[src/rtl/shift_sequencer.sv]
// Multi-step shift/rotate sequencer around an external 4-bit one-hot-controlled shifter.
// Iterates the shifter once per clock in RUN and holds the final value in result_out.
module shift_sequencer #(
   parameter int unsigned WIDTH = 4,
   parameter int unsigned CNT_W = 3
) (
   input  logic             clk,
   input  logic             rst,
   input  logic             start,
   input  logic [1:0]       op,
   input  logic [CNT_W-1:0] amount,
   input  logic [WIDTH-1:0] data_in,
   output logic             busy,
   output logic             done,
   output logic [WIDTH-1:0] result_out,
   output logic [WIDTH-1:0] sh_data,
   output logic [3:0]       sh_ctrl,
   input  logic [WIDTH-1:0] sh_result
);

   typedef enum logic [1:0] {StIdle, StRun, StDone} state_e;

   state_e           state_q, state_d;
   logic [WIDTH-1:0] acc_q, acc_d;
   logic [WIDTH-1:0] result_q, result_d;
   logic [CNT_W-1:0] cnt_q, cnt_d;
   logic [1:0]       op_q, op_d;

   always_ff @(posedge clk) begin
      if (rst) begin
         state_q  <= StIdle;
         acc_q    <= '0;
         result_q <= '0;
         cnt_q    <= '0;
         op_q     <= 2'b00;
      end else begin
         state_q  <= state_d;
         acc_q    <= acc_d;
         result_q <= result_d;
         cnt_q    <= cnt_d;
         op_q     <= op_d;
      end
   end

   always_comb begin
      state_d  = state_q;
      acc_d    = acc_q;
      result_d = result_q;
      cnt_d    = cnt_q;
      op_d     = op_q;
      busy     = 1'b0;
      done     = 1'b0;
      sh_ctrl  = 4'b0001;
      unique case (state_q)
         StIdle, StDone: begin
            done = (state_q == StDone);
            if (start) begin
               acc_d = data_in;
               op_d  = op;
               cnt_d = amount;
               // Nothing to iterate: finish immediately with the operand itself.
               if (amount == '0 || op == 2'b00) begin
                  state_d  = StDone;
                  result_d = data_in;
               end else begin
                  state_d = StRun;
               end
            end else begin
               state_d = StIdle;
            end
         end
         StRun: begin
            busy    = 1'b1;
            sh_ctrl = 4'b0001 << op_q;
            acc_d   = sh_result;
            cnt_d   = cnt_q - CNT_W'(1);
            if (cnt_q == CNT_W'(1)) begin
               state_d  = StDone;
               result_d = sh_result;
            end
         end
         default: state_d = StIdle;
      endcase
   end

   assign sh_data    = acc_q;
   assign result_out = result_q;

endmodule

[config.mk]
export PLATFORM = sky130hd
export DESIGN_NAME = shift_sequencer
export DESIGN_NICKNAME = d
export VERILOG_FILES = /design/src/rtl/shift_sequencer.sv
export SDC_FILE = /design/constraint.sdc
export NUM_CORES = 1
export LEC_CHECK = 0
export BUFFER_PORTS_ARGS = -buffer_cell sky130_fd_sc_hd__buf_2
export CORE_UTILIZATION = 41
export DETAILED_ROUTE_END_ITERATION = 10
export PLACE_DENSITY_LB_ADDON = 0.2
export SYNTH_ARGS = -nofsm -noshare
export SYNTH_HDL_FRONTEND = slang
export SYNTH_SLANG_ARGS = --single-unit
export TNS_END_PERCENT = 30
[constraint.sdc]
create_clock -name clk -period 1.6 [get_ports clk]
set_clock_uncertainty 0.2 [all_clocks]
set_input_delay 0.08 -clock clk [delete_from_list [all_inputs] [get_ports clk]]
set_output_delay 0.08 -clock clk [all_outputs]
set_load 0.02 [all_outputs]
==> results.yml <==
status:
  status: "finished clean"
global_routing:
  grt_max_degree: 16
  globalRoute.totalOverflow: 0
  use_met3_pct: 3.67
  antenna_found_initial: 0
  grt_pass1_vias: 721
  met2_usage_pct: 35.0
  use_met1_pct: 31.8
  grt_pass1_wl_um: 3270
  grt_usage_pct: 22.5
  grt-busiest-layer: "met2"
critical_path:
  critPathMaxFanout: 3
  r2r-start: "cnt_q[1]$_SDFFE_PP0P_"
  required_ns: 1.61
  arrival_ns: 1.61
  cp_slowest_cell: "dlygate4sd3_1"
  path_common_cell: "buf_4"
  worstSetupPathType: "primary input to register"
  endpoint_kind: "register"
  start_kind: "primary input"
  cp_cell_sequence: "dlygate4sd3_1 -> buf_4 -> nor4b_4 -> buf_4 -> a2111oi_4 -> a211oi_2"
  max_stage_delay_ns: 0.53
  crit_start: "op[0]"
placement:
  dp_hpwl_um: 1390
  dp_slack_ns: -0.0571
  routabilityCongestion: 0.816
  placed_cells: 135
  place_area_um2: 922
  portBuffers: 29
synthesis:
  synth_cells: 81
  synth-edff-count: 0
  synth.ff_latch_count: 15
  yosys_warnings: 0
  synth_cell_types: 30
  synth_nets: 99
  synth_area_per_cell_um2: 9.14
  synthArstFlopShare_pct: 0
  mappedNetlistArea_um2: 741
  synthFlopType: "dfxtp_1"
  yosysSeqAreaShare_pct: 40.5
sta:
  fin_crit_ns: 1.59
  max_freq_ghz: 0.627
  period_share_pct: 99.7
  maxSlewViolCount: 0
  holdWs_ns: 0.0100
  rsz0062_at_grt: "true"
  setup_tns_ns: 0
  timing.final.ws_setup_ns: 0.00558
  slew_headroom_pct: 76.9
  finalSetupViolCount: 0
  worst_pin_slew_ns: 0.346
  hold_violations: 0
clocking:
  cts_buffer_depth: 2
  clk_latency_ns: 0.29
  clk_pin_slew_ns: 0.09
  clock-sinks: 15
  clockRootBuffer: "clkbuf_4"
  numCtsBuffers: 3
  cts_tree: "done"
  htreeDepth: 1
routing:
  wl_per_cell_um: 14.7
  drt_iter0_markers: 20
  drt_pre_antenna_iters: 4
  dr_total_vias: 834
  ant_nets: 0
  via_per_inst: 5.52
  drcViolationCount: 0
  finalWirelength_um: 2220
cells_and_area:
  drive_above_1_share_pct: 48.8
  antenna-diode-count: 0
  areaGrowthSynthToFinish_pct: 60.3
  final_cells: 151
  fin_nets: 146
  fin_area_mm2: 0.00119
  utilization_pct: 74.5
flow_run:
  cap_violations: 0
worst_hold_path:
  min_from: "sh_result[0]"
  hold_path_class: "primary input to register"
floorplanning:
  dieArea_mm2: 0.00198
  die_w_um: 44.5
  core-area_mm2: 0.00159
  start_util_pct: 46.5
  std_cell_rows: 14
  die_h_um: 44.5
  io_pins: 30
power_and_ir_drop:
  ir_worst_vdd_mv: 0.493
  p_per_area_mw_per_mm2: 840
  p_total_mw: 0.997
  p_leak_nw: 0.516
placed cells by master, fill, tap and decap left out, drive strengths merged, types with 2 or more instances in the layout:
master / count
buf: 39
ha: 2
a2111oi: 4
dfxtp: 15
mux2i: 4
nor2b: 3
or3: 2
o21ai: 2
a211oi: 8
nand3: 2
nor2: 2
clkinv: 2
inv: 4
dlygate4sd3: 7
nand2b: 2
clkbuf: 3
nand2: 7
nor3: 5
a21oi: 5
cell type report:
| cell class | instances | area [um2] |
|---|---|---|
| well taps | 24 | 30.0 |
| multi-input cells | 57 | 507 |
| clock buffers | 3 | 22.5 |
| clock inverters | 1 | 5.00 |
| repair buffers | 46 | 295 |
| flip-flops and latches | 15 | 307 |
| fillers | 122 | 407 |
| inverters | 5 | 21.3 |
synthesized netlist by cell type, drive strengths merged, types with 3 or more instances:
master,count,share of area [%]
nor3,5,3.4
a2111oi,4,4.7
inv,4,2.4
a21oi,5,3.4
buf,3,3.7
mux2i,4,5.4
dfxtp,15,41
nor2b,3,2.5
a211oi,8,8.1
nand2,7,3.5
worst max-delay path: cells and delay by family:
family | cells | cell delay [ns]
buffers and inverters | 3 | 0.91
AO/OA/AOI/OAI | 2 | 0.24
AND/OR/NAND/NOR | 1 | 0.37
power breakdown:
group          internal [mW]  leakage, nW  switching, mW
combinational          0.155        0.373          0.172
clock                 0.0930       0.0177          0.130
sequential             0.412        0.125         0.0346
logic make-up (layout without fill, tap and decap cells):
group | Yosys count | after routing | share of synthesized area (%)
AND/OR/NAND/NOR | 27 | 27 | 20.8
AO/OA/AOI/OAI | 24 | 24 | 22.8
flip-flops | 15 | 15 | 40.5
buffers and inverters | 9 | 55 | 7.09
multiplexers | 4 | 4 | 5.41
adder cells (fa/ha/maj) | 2 | 2 | 3.38
state kept, by name, summed over array words and instances, names as in the netlist:
signal	flops
sh_data	4
op_q	2
state_q	2
result_out	4
cnt_q	3
routing by layer:
metal | wire (um) | vias up | part of all wire [%]
met3 | 140 | 8 | 6.3
li1 | - | 390 | -
met5 | 0 | - | 0
met1 | 890 | 389 | 40
met2 | 1140 | 47 | 51
met4 | 46 | 0 | 2.1
what timing repair did:
action | in CTS | in global routing
endpoints found under the hold margin | 15 | 0
setup endpoints to repair | 8 | 14
hold buffers | 7 | 0
gates resized for setup | 16 | 15
pin swaps | 1 | 3
buffers inserted | 0 | 5
worst paths after layout:
kind	endpoint	cells past startpoint	slack (ns)
setup / recovery	result_out[2]$_SDFFE_PP0P_	6	0.006
hold / removal	result_out[0]$_SDFFE_PP0P_	3	0.01
hold reg to reg	cnt_q[0]$_SDFFE_PP0P_	2	0.31
setup reg to reg	result_out[1]$_SDFFE_PP0P_	5	0.02
(Power assumes the default switching activity.)
